$ cat src/rtl/video_pkg.sv
// Shared raster-timing definitions: default 6 MHz geometry and a bundled
// timing record for downstream video blocks.
package video_pkg;

  localparam int VID_CW       = 9;
  localparam int VID_H_TOTAL  = 384;
  localparam int VID_H_ACTIVE = 256;
  localparam int VID_HS_START = 264;
  localparam int VID_HS_END   = 296;
  localparam int VID_V_TOTAL  = 262;
  localparam int VID_V_ACTIVE = 224;
  localparam int VID_VS_START = 228;
  localparam int VID_VS_END   = 232;
  localparam int VID_OFS_W    = 9;
  localparam int VID_SYNC_POL = 1;
  localparam int VID_FC_W     = 8;

  // One bundle of timing so tilemap/sprite/palette stages can pipe it along.
  typedef struct packed {
    logic [VID_CW-1:0] hc;
    logic [VID_CW-1:0] vc;
    logic              hbl;
    logic              vbl;
    logic              hsync;
    logic              vsync;
    logic              de;
  } timing_t;

endpackage

$ cat src/rtl/video_timing_gen_sync_window.sv
// Per-axis sync window: shifts a nominal [START, STOP) window by a signed
// offset modulo TOTAL and reports whether the given count lies inside it.
// A window whose shifted start exceeds its end wraps through count 0.
module sync_window
  import video_pkg::*;
#(
  parameter int CW    = VID_CW,
  parameter int OFS_W = VID_OFS_W,
  parameter int TOTAL = VID_H_TOTAL,
  parameter int START = VID_HS_START,
  parameter int STOP  = VID_HS_END
) (
  input  logic [CW-1:0]           count,
  input  logic signed [OFS_W-1:0] offset,
  output logic                    active
);

  // Two guard bits let START+offset go negative or exceed TOTAL without overflow.
  localparam int AW = CW + 2;
  localparam logic signed [AW-1:0] TOTAL_S = AW'(TOTAL);
  localparam logic signed [AW-1:0] START_S = AW'(START);
  localparam logic signed [AW-1:0] STOP_S  = AW'(STOP);

  logic signed [AW-1:0] ofs_ext;
  logic signed [AW-1:0] cnt_ext;
  logic signed [AW-1:0] win_s;
  logic signed [AW-1:0] win_e;

  // Offset magnitude is below TOTAL, so one add or subtract brings it back in range.
  function automatic logic signed [AW-1:0] mod_total(input logic signed [AW-1:0] raw);
    logic signed [AW-1:0] fixed;
    fixed = raw;
    if (raw >= TOTAL_S)
      fixed = raw - TOTAL_S;
    else if (raw < 0)
      fixed = raw + TOTAL_S;
    return fixed;
  endfunction

  assign ofs_ext = AW'(offset);
  assign cnt_ext = signed'({2'b00, count});
  assign win_s   = mod_total(START_S + ofs_ext);
  assign win_e   = mod_total(STOP_S + ofs_ext);

  // Window compare: plain range, wrapped range, or empty when start equals end.
  always_comb begin
    active = 1'b0;
    if (win_s < win_e)
      active = (cnt_ext >= win_s) && (cnt_ext < win_e);
    else if (win_s > win_e)
      active = (cnt_ext >= win_s) || (cnt_ext < win_e);
  end

endmodule

$ cat src/rtl/video_timing_gen.sv
// Parametrised raster timing generator. Counters and every decoded flag are
// registered together from the next-state counter values, so flags always
// match the hc/vc presented alongside them. Sync offsets are shadowed once
// per frame at the (0,0) wrap so sync position never changes mid-frame.
module video_timing_gen
  import video_pkg::*;
#(
  parameter int CW       = VID_CW,
  parameter int H_TOTAL  = VID_H_TOTAL,
  parameter int H_ACTIVE = VID_H_ACTIVE,
  parameter int HS_START = VID_HS_START,
  parameter int HS_END   = VID_HS_END,
  parameter int V_TOTAL  = VID_V_TOTAL,
  parameter int V_ACTIVE = VID_V_ACTIVE,
  parameter int VS_START = VID_VS_START,
  parameter int VS_END   = VID_VS_END,
  parameter int OFS_W    = VID_OFS_W,
  parameter int SYNC_POL = VID_SYNC_POL,
  parameter int FC_W     = VID_FC_W
) (
  input  logic                    clk,
  input  logic                    reset,
  input  logic                    ce_pix,
  input  logic signed [OFS_W-1:0] hs_offset,
  input  logic signed [OFS_W-1:0] vs_offset,
  output logic [CW-1:0]           hc,
  output logic [CW-1:0]           vc,
  output logic                    hbl,
  output logic                    vbl,
  output logic                    de,
  output logic                    hsync,
  output logic                    vsync,
  output logic                    line_start,
  output logic                    frame_start,
  output logic [FC_W-1:0]         frame_cnt
);

  localparam logic SYNC_IDLE = (SYNC_POL == 0);

  logic [CW-1:0]           hc_reg, vc_reg;
  logic [CW-1:0]           hc_next, vc_next;
  logic [FC_W-1:0]         frame_cnt_reg;
  logic signed [OFS_W-1:0] hs_sh_reg, vs_sh_reg;
  logic signed [OFS_W-1:0] hs_ofs_eff, vs_ofs_eff;
  logic                    hbl_reg, vbl_reg, de_reg, hsync_reg, vsync_reg;
  logic                    line_start_reg, frame_start_reg;
  logic                    line_end, wrap;
  logic                    hbl_next, vbl_next, h_act, v_act;

  // Next counter values and the frame-origin wrap condition.
  always_comb begin
    line_end = (hc_reg == CW'(H_TOTAL - 1));
    hc_next  = line_end ? '0 : hc_reg + CW'(1);
    vc_next  = vc_reg;
    if (line_end)
      vc_next = (vc_reg == CW'(V_TOTAL - 1)) ? '0 : vc_reg + CW'(1);
    wrap = line_end && (vc_reg == CW'(V_TOTAL - 1));
  end

  // On the wrap cycle the freshly sampled offsets already govern the new frame's (0,0).
  assign hs_ofs_eff = wrap ? hs_offset : hs_sh_reg;
  assign vs_ofs_eff = wrap ? vs_offset : vs_sh_reg;
  assign hbl_next   = (hc_next >= CW'(H_ACTIVE));
  assign vbl_next   = (vc_next >= CW'(V_ACTIVE));

  sync_window #(
    .CW(CW), .OFS_W(OFS_W), .TOTAL(H_TOTAL), .START(HS_START), .STOP(HS_END)
  ) u_hwin (
    .count(hc_next), .offset(hs_ofs_eff), .active(h_act)
  );

  sync_window #(
    .CW(CW), .OFS_W(OFS_W), .TOTAL(V_TOTAL), .START(VS_START), .STOP(VS_END)
  ) u_vwin (
    .count(vc_next), .offset(vs_ofs_eff), .active(v_act)
  );

  // Counter, flag, strobe and shadow state; everything holds while ce_pix is low.
  always_ff @(posedge clk) begin
    if (reset) begin
      hc_reg          <= '0;
      vc_reg          <= '0;
      frame_cnt_reg   <= '0;
      hs_sh_reg       <= '0;
      vs_sh_reg       <= '0;
      hbl_reg         <= 1'b0;
      vbl_reg         <= 1'b0;
      de_reg          <= 1'b1;
      hsync_reg       <= SYNC_IDLE;
      vsync_reg       <= SYNC_IDLE;
      line_start_reg  <= 1'b0;
      frame_start_reg <= 1'b0;
    end else if (ce_pix) begin
      hc_reg          <= hc_next;
      vc_reg          <= vc_next;
      hbl_reg         <= hbl_next;
      vbl_reg         <= vbl_next;
      de_reg          <= ~hbl_next & ~vbl_next;
      hsync_reg       <= h_act ^ SYNC_IDLE;
      vsync_reg       <= v_act ^ SYNC_IDLE;
      line_start_reg  <= line_end;
      frame_start_reg <= wrap;
      if (wrap) begin
        frame_cnt_reg <= frame_cnt_reg + FC_W'(1);
        hs_sh_reg     <= hs_offset;
        vs_sh_reg     <= vs_offset;
      end
    end else begin
      line_start_reg  <= 1'b0;
      frame_start_reg <= 1'b0;
    end
  end

  assign hc          = hc_reg;
  assign vc          = vc_reg;
  assign hbl         = hbl_reg;
  assign vbl         = vbl_reg;
  assign de          = de_reg;
  assign hsync       = hsync_reg;
  assign vsync       = vsync_reg;
  assign line_start  = line_start_reg;
  assign frame_start = frame_start_reg;
  assign frame_cnt   = frame_cnt_reg;

endmodule

$ cat config.mk
export PLATFORM = sky130hd
export DESIGN_NAME = video_timing_gen
export DESIGN_NICKNAME = d
export VERILOG_FILES = /design/src/rtl/video_pkg.sv /design/src/rtl/video_timing_gen_sync_window.sv /design/src/rtl/video_timing_gen.sv
export SDC_FILE = /design/constraint.sdc
export NUM_CORES = 1
export LEC_CHECK = 0
export ABC_AREA = 1
export BUFFER_PORTS_ARGS = -buffer_cell sky130_fd_sc_hd__buf_2
export CORE_MARGIN = 2
export CORE_UTILIZATION = 37
export CTS_CLUSTER_DIAMETER = 120
export DETAILED_ROUTE_END_ITERATION = 7
export GPL_TIMING_DRIVEN = 0
export PLACE_DENSITY = 0.64
export SLEW_MARGIN = 5
export SYNTH_ARGS = -nofsm -noshare
export SYNTH_HDL_FRONTEND = slang
export SYNTH_SLANG_ARGS = --single-unit
$ cat constraint.sdc
create_clock -name clk -period 6.2 [get_ports clk]
set_input_delay 1.24 -clock clk [delete_from_list [all_inputs] [get_ports clk]]
set_output_delay 1.24 -clock clk [all_outputs]
set_load 0.005 [all_outputs]
==> results of run 1 <==
[logic make-up after synthesis]
family          count (synthesis)  synth area share
simple gates                  359             0.334
xor+xnor                       22            0.0384
fa+ha+maj                      63             0.143
flops                          51             0.186
buf+inv                       165             0.122
compound gates                158             0.177
[area by class of cell]
cell class                      instances  area, um2
Clock buffer                            6        129
Clock inverter                          1       30.0
Multi-Input combinational cell        602       3810
Sequential cell                        51       1020
Buffer                                 18        120
Fill cell                            1552       8390
Inverter                              147        552
Timing Repair Buffer                   51        255
Tap cell                              184        230
[per-stage QoR]
step | util | hold slack [ns]
floorplan | - | 0.440
finish | 0.423 | 0.464
global route | 0.423 | 0.492
global placement | 0.412 | 0.456
detailed placement | 0.412 | 0.455
CTS | 0.423 | 0.466
[worst paths after layout]
path | from | endpoint | slack (ns)
min reg2reg | frame_cnt[7] | frame_cnt[7] | 0.46
min | frame_cnt[7] | frame_cnt[7] | 0.46
max reg2reg | hc[0] | vsync | 1.31
max | hc[0] | vsync | 1.31
[power by group]
| group | internal [uW] | switching, uW | total (uW) |
|---|---|---|---|
| registers | 337 | 10.3 | 347 |
| logic | 38.4 | 63.3 | 102 |
| clock network | 189 | 124 | 312 |
| total | 564 | 197 | 761 |
[worst register-to-register path, delay by kind of cell, from the launching register on]
family                     cells  cell delay (ns)
xor gates and xnor gates       1             0.19
buffers and inverters          6             0.58
DFF                            1             0.44
adders and majority gates      3             0.78
AOI/OAI and AO/OA              4             0.78
and+or+nand+nor               23             2.03
[cells in the final DEF (no fill, tap or decap), types with 11 or more instances in the layout]
master and instances:
a21oi_1 52, ha_1 63, buf_2 53, nand3_1 45
nand2_1 114, inv_1 137, a211oi_1 11, nand4_1 14
nand2_2 31, dfxtp_1 51, o21ai_0 52, xor2_1 19
nor2_1 86, nor3_1 16
[metal layers]
layer / vias up / GRT usage
met3: 11 / 0.0280
met5: - / 0
met4: 0 / 0.0368
met1: 2407 / 0.259
met2: 120 / 0.287
li1: 2800 / -
==> flow_summary.toml, run 1 <==
[placement]
io_buffers = 51
gp_congestion = 0.848
pre_cts_ws_ns = 1.33
postPlaceCellArea_um2 = 5990
hpwlAfterDp_um = 11700
dpl.cell_count = 1053

[route]
wl_met1_um = 7190
wl_met3_um = 639
wl_met2_um = 6210
antenna_left = 0
vias_per_cell = 5.04
top_layer = "met4"
vias = 5338
wl_um = 14200
wl_per_cell_um = 13.4
dr.pass1.iters = 8
drc = 0
drt_iter0_markers = 338

[timing]
hold_viol = 0
fmax_mhz = 205
setup_tns_ns = 0
slew-limit-headroom = 0.526
setup_viol = 0
finalCriticalPeriod_ns = 4.89
rsz0062_at_grt = "no"
fin_ws_ns = 1.31
slew_violations = 0
max_slew.worst_pin.slew_ns = 0.711
fin_skew_ns = 0.00517
period_share = 0.789

[critical_path]
start_kind = "register"
max_stage_delay_ns = 0.44
worstPathRequired_ns = 6.40
path_class = "register to register"
cp_slowest_cell = "dfxtp_1"
path_delay_family = "simple AND/OR/NAND/NOR gates"
critical_path_depth = 37
path_max_fanout = 10
cp_common_cell = "nand2_1"
reg2regPathDepth = 37
worst_ep_arrival_time_ns = 5.09
worst-path-buf-inv = 6
crit_path_end_kind = "register"

[layout]
drive_gt1_frac = 0.183
final_nets = 960
stdcell_count = 1060
syn_to_final_growth_pct = 11.7
antenna_cells = 0
final_area_um2 = 6150

[logic_synthesis]
synth_cell_types = 55
syn_inst = 818
yosys_warnings = 0
ys_ff_latch = 51
syn_avg_cell_area_um2 = 6.73
syn-num-nets = 902
ys.flop_type = "dfxtp_1"
async_flop_share = 0
syn_area_um2 = 5500
synth_commonest_cells = "inv_1 (137), nand2_1 (114), nor2_1 (86), ha_1 (63)"
yosysTopAreaCellShare = 0.186
synth_edf_count = 0
synth_area_leaders = "dfxtp_1 (19%), ha_1 (14%), inv_1 (9.3%)"
ys_seq_area_frac = 0.186
yosysTopAreaCell = "dfxtp_1"
yosysMostFrequentCell = "inv_1"

[hold_path]
hold_depth = 2
min_path_type = "register to register"

[global_route]
antenna_found_initial = 0
grt_usage = 0.180
grt_pass1_vias = 4806
grt_overflow = 0
grt_max_degree = 15
grt_pass1_wl_um = 23700

[floorplan]
num_rows = 44
die_area_um2 = 15900
die_y_um = 126
pin_count = 54
core_um2 = 14500
die_w_um = 126
initial_core_util = 0.379

[power]
p_leak_uw = 0.00316
power_uw = 761
ir_drop_mv = 0.0942
power.density_nw_per_um2 = 124

[cts]
numCtsBuffers = 5
cts_root_buffer = "clkbuf_16"
post_cts_buffers = 0
h-tree-depth = 2
clk_pin_slew_ns = 0.07
cts_tree = "done"
cts-resized-gates = 0
insertion_delay_ns = 0.29
cts_buffer_depth = 2
cts_sinks = 51
ctsHoldBuffers = 0

[run]
cap_violations = 0

[outcome]
status = "finished, final reports clean"
(Power assumes the default switching activity.)
==> inputs of run 2 (changes only) <==
--- a/config.mk
+++ b/config.mk
@@ -12,7 +12,7 @@
 export CTS_CLUSTER_DIAMETER = 120
 export DETAILED_ROUTE_END_ITERATION = 7
 export GPL_TIMING_DRIVEN = 0
-export PLACE_DENSITY = 0.64
+export PLACE_DENSITY = 0.66
 export SLEW_MARGIN = 5
 export SYNTH_ARGS = -nofsm -noshare
 export SYNTH_HDL_FRONTEND = slang
==> constraint.sdc (replaced) <==
create_clock -name clk -period 4.4 [get_ports clk]
set_input_delay 0.88 -clock clk [delete_from_list [all_inputs] [get_ports clk]]
set_output_delay 0.88 -clock clk [all_outputs]
set_load 0.005 [all_outputs]
==> flow_summary.toml, run 2 (synthesis gave the netlist of run 1 again) <==
[outcome]
status = "complete, but fails checks"
failed_checks = "setup timing"

[timing]
fin_skew_ns = 0.00719
finalCriticalPeriod_ns = 4.41
fmax_mhz = 227
hold_slack_ns = 0.460
rsz0062_at_grt = "yes"
max_slew.worst_pin.slew_ns = 0.745
hold_viol = 0
slew-limit-headroom = 0.502
fin_ws_ns = -0.0127
period_share = 1.00
setup_viol = 2
slew_violations = 0

[floorplan]
num_rows = 44
die_area_um2 = 15900
die_y_um = 126
die_w_um = 126
core_um2 = 14500
initial_core_util = 0.379
pin_count = 54

[route]
dr.pass1.iters = 4
wl_um = 15700
drc = 0
vias = 5697
drt_iter0_markers = 312
wl_per_cell_um = 14.1
antenna_left = 0
vias_per_cell = 5.12

[power]
p_leak_uw = 0.00347
power.density_nw_per_um2 = 160
power_uw = 1140
ir_drop_mv = 0.147

[global_route]
grt_usage = 0.184
grt_max_degree = 16
antenna_found_initial = 0
grt_pass1_wl_um = 24400
grt_pass1_vias = 5047
grt_overflow = 0

[critical_path]
cp_slowest_cell = "dfxtp_2"
cp_common_cell = "nand2_1"
cp-endpoint = "vsync"
worst_ep_arrival_time_ns = 4.66
cp-startpoint = "vc[1]"
start_kind = "register"
max_stage_delay_ns = 0.34
crit_path_end_kind = "register"
r2r_slack_ns = -0.01
reg2regPathDepth = 32
rr_endpoint = "vsync"
worstPathRequired_ns = 4.65
path_max_fanout = 10
r2r_start = "vc[1]"
path_class = "register to register"

[layout]
final_cell_mix = "inv_1 (124), nand2_1 (107), nor2_1 (76)"
final_common_cell = "inv_1"
syn_to_final_growth_pct = 29.7
fillCellCount = 1421
drive_gt1_frac = 0.316
final_nets = 1011
antenna_cells = 0

[hold_path]
hold_depth = 2
min_path_type = "register to register"
hp-start = "frame_cnt[7]"

[placement]
gp_congestion = 0.899
hpwlAfterDp_um = 11800
io_buffers = 51

[cts]
cts_tree = "done"
h-tree-depth = 2
insertion_delay_ns = 0.29
clk_pin_slew_ns = 0.07
cts_buffer_depth = 2
cts_root_buffer = "clkbuf_16"
numCtsBuffers = 5
cts_sinks = 51

[run]
cap_violations = 0
-- run 2: changes by cell type in the layout (fill, tap and decap cells not counted), moves of 10 or more --
cell,change
buf_4,+49
ha_1,-14
ha_4,+13
inv_1,-13
nand2_4,+11
o21ai_0,-11
inv_2,+10
nor2_1,-10
-- run 2: timing repair --
action,in CTS,in global routing
hold buffers,0,0
pin swaps,16,53
gates resized for setup,34,96
setup endpoints to repair,2,2
setup buffers,12,39
-- run 2: final cells by class --
type	instances	area (um2)	share of cell area
multi-input cells	602	4340	0.608
flip-flops and latches	51	1030	0.144
repair buffers	102	642	0.0899
inverters	147	561	0.0785
well taps	184	230	0.0323
plain buffers	18	145	0.0203
clock buffers	6	129	0.0181
clock inverters	2	60.1	0.00841
-- run 2: critical path: cells and delay by family (launching register included) --
family                   cells  cell delay [ns]
AO/OA/AOI/OAI                8             1.27
AND/OR/NAND/NOR             15             1.54
buffers and inverters        6             0.54
adder cells (fa/ha/maj)      3             0.65
flip-flops                   1             0.34
-- run 2: worst min path at each step --
stage	to	slack [ns]
finish	frame_cnt[7]	0.46
global route	frame_cnt[7]	0.49
CTS	frame_cnt[7]	0.47
detailed placement	frame_cnt[7]	0.46
global placement	hs_sh_reg[1]	0.45
floorplan	hs_sh_reg[1]	0.44
-- run 2: stage by stage --
stage | util | setup WS [ns] | cell area [um2] | TNS, ns | std cells
floorplan | - | 0.211 | 5500 | 0 | 818
global placement | 0.412 | -0.420 | 5990 | -0.763 | 1053
detailed placement | 0.412 | -0.465 | 5990 | -0.843 | 1053
CTS | 0.440 | 0.000473 | 6390 | 0 | 1073
global route | 0.491 | -0.362 | 7140 | -0.638 | 1112
finish | 0.491 | -0.0127 | 7140 | -0.0217 | 1112
-- run 2: layer usage --
layer	GRT usage	vias to the layer above	share of wire
li1	-	2914	-
met1	0.260	2631	0.47
met2	0.303	137	0.47
met3	0.0289	15	0.048
met4	0.0291	0	0.0089
met5	0	-	0
-- run 2: report_power, final --
part,switching (uW),internal (uW)
logic,93.4,58.4
registers,14.8,475
clock network,176,326
total,284,860
==> inputs of run 3 (changes only) <==
--- a/config.mk
+++ b/config.mk
@@ -12,7 +12,7 @@
 export CTS_CLUSTER_DIAMETER = 120
 export DETAILED_ROUTE_END_ITERATION = 7
 export GPL_TIMING_DRIVEN = 0
-export PLACE_DENSITY = 0.66
+export PLACE_DENSITY = 0.64
 export SLEW_MARGIN = 5
 export SYNTH_ARGS = -nofsm -noshare
 export SYNTH_HDL_FRONTEND = slang
==> constraint.sdc (replaced) <==
create_clock -name clk -period 4.5 [get_ports clk]
set_input_delay 0.9 -clock clk [delete_from_list [all_inputs] [get_ports clk]]
set_output_delay 0.9 -clock clk [all_outputs]
set_load 0.005 [all_outputs]
==> flow_summary.toml, run 3 (synthesis gave the netlist of run 1 again) <==
[outcome]
status = "finished, final reports clean"

[critical_path]
cp_slowest_cell = "dfxtp_2"
path_class = "register to register"
rr_endpoint = "hsync"
worst_ep_arrival_time_ns = 4.64
path_max_fanout = 7
r2r_slack_ns = 0.09
cp-endpoint = "hsync"
crit_path_end_kind = "register"
reg2regPathDepth = 33
r2r_start = "vc[1]"
start_kind = "register"
cp-startpoint = "vc[1]"
max_stage_delay_ns = 0.34
worstPathRequired_ns = 4.73

[global_route]
grt_max_degree = 15
grt_pass1_wl_um = 23900
antenna_found_initial = 0
grt_overflow = 0
grt_pass1_vias = 4849
grt_usage = 0.182

[timing]
setup_viol = 0
rsz0062_at_grt = "yes"
period_share = 0.980
slew_violations = 0
hold_slack_ns = 0.464
fin_skew_ns = 0.00447
max_slew.worst_pin.slew_ns = 0.741
finalCriticalPeriod_ns = 4.41
hold_viol = 0
slew-limit-headroom = 0.506
fmax_mhz = 227

[route]
drt_iter0_markers = 379
wl_um = 15700
top_layer = "met4"
vias = 5627
dr.pass1.iters = 4
wl_per_cell_um = 14.2
wl_met3_um = 770
vias_per_cell = 5.08
wl_met1_um = 7620
wl_met2_um = 7070
antenna_left = 0
drc = 0

[layout]
final_area_um2 = 7040
final_cell_mix = "inv_1 (125), nand2_1 (99), nor2_1 (75)"
fin_util = 0.484
drive_gt1_frac = 0.313
stdcell_count = 1108
antenna_cells = 0
final_nets = 1008
final_common_cell = "inv_1"
syn_to_final_growth_pct = 27.9

[hold_path]
min_path_type = "register to register"

[power]
power.density_nw_per_um2 = 151
p_leak_uw = 0.00346
switching_share = 0.263
p_switching_uw = 279
seqPwrFrac = 0.452
ir_drop_mv = 0.129
clockPowerShare = 0.406
power_uw = 1060
p_int_uw = 783
p_comb_frac = 0.142

[cts]
cts_tree = "done"
cts_buffer_depth = 2
insertion_delay_ns = 0.29
h-tree-depth = 2
numCtsBuffers = 5
cts_root_buffer = "clkbuf_16"
cts_sinks = 51
clk_pin_slew_ns = 0.07

[run]
cap_violations = 0

[placement]
hpwlAfterDp_um = 11700
postPlaceCellArea_um2 = 5990
io_buffers = 51
gp_congestion = 0.848
dpl.cell_count = 1053

[floorplan]
num_rows = 44
initial_core_util = 0.379
core_um2 = 14500
die_y_um = 126
die_area_um2 = 15900
die_w_um = 126
pin_count = 54
[run 3: cell types whose count changed in the layout (fill, tap and decap cells not counted), sizes merged]
cell,change
inv,+1
clkbuf,+1
clkinvlp,-1
bufinv,-1
buf,-4
[run 3: worst min path at each step]
stage	start	end	slack [ns]	depth (start not counted)
after floorplan	hs_sh_reg[1]	hs_sh_reg[1]	0.44	2
after global placement	frame_cnt[7]	frame_cnt[7]	0.46	2
after detailed placement	frame_cnt[7]	frame_cnt[7]	0.46	2
after CTS	frame_cnt[7]	frame_cnt[7]	0.47	2
after global routing	frame_cnt[7]	frame_cnt[7]	0.49	2
final	frame_cnt[7]	frame_cnt[7]	0.46	2
[run 3: repair_timing]
action                     CTS  global route
cloned                       0             1
setup buffers                7            40
pin swaps                   10            65
gates resized for setup     18           114
hold buffers                 0             0
setup endpoints to repair    2             2
[run 3: power by group through the flow]
stage / clock network, uW / registers (uW) / logic (uW)
final: 431 / 480 / 151
after global routing: 460 / 482 / 168
after CTS: 439 / 479 / 141
after detailed placement: 0 / 489 / 140
after global placement: 0 / 489 / 138
after floorplan: 0 / 486 / 86.4
[run 3: cell type report]
class                      instances  area, um2
clock buffer                       6        129
tap                              184        230
sequential                        51       1030
buffer                            18        136
multi-input combinational        602       4270
fill                            1443       7500
inverter                         147        562
timing repair buffer              99        647
clock inverter                     1       30.0
[run 3: worst max-delay path, delay by kind of cell (launching register included)]
kind	cells	cell delay, ns
AOI/OAI and AO/OA	4	0.53
xor gates and xnor gates	3	0.52
buffers and inverters	8	0.65
and+or+nand+nor	13	1.36
DFF	1	0.34
adders and majority gates	5	0.95
[run 3: layer usage]
layer  up-vias  track usage
met5         -            0
met4         0       0.0407
met3        21       0.0280
met2       154        0.288
met1      2563        0.260
li1       2889            -
[run 3: per-stage QoR]
stage	setup WS, ns	setup TNS (ns)
floorplan	0.311	0
global placement	-0.349	-0.594
detailed placement	-0.374	-0.706
CTS	0.000418	0
global route	-0.153	-0.228
finish	0.0896	0
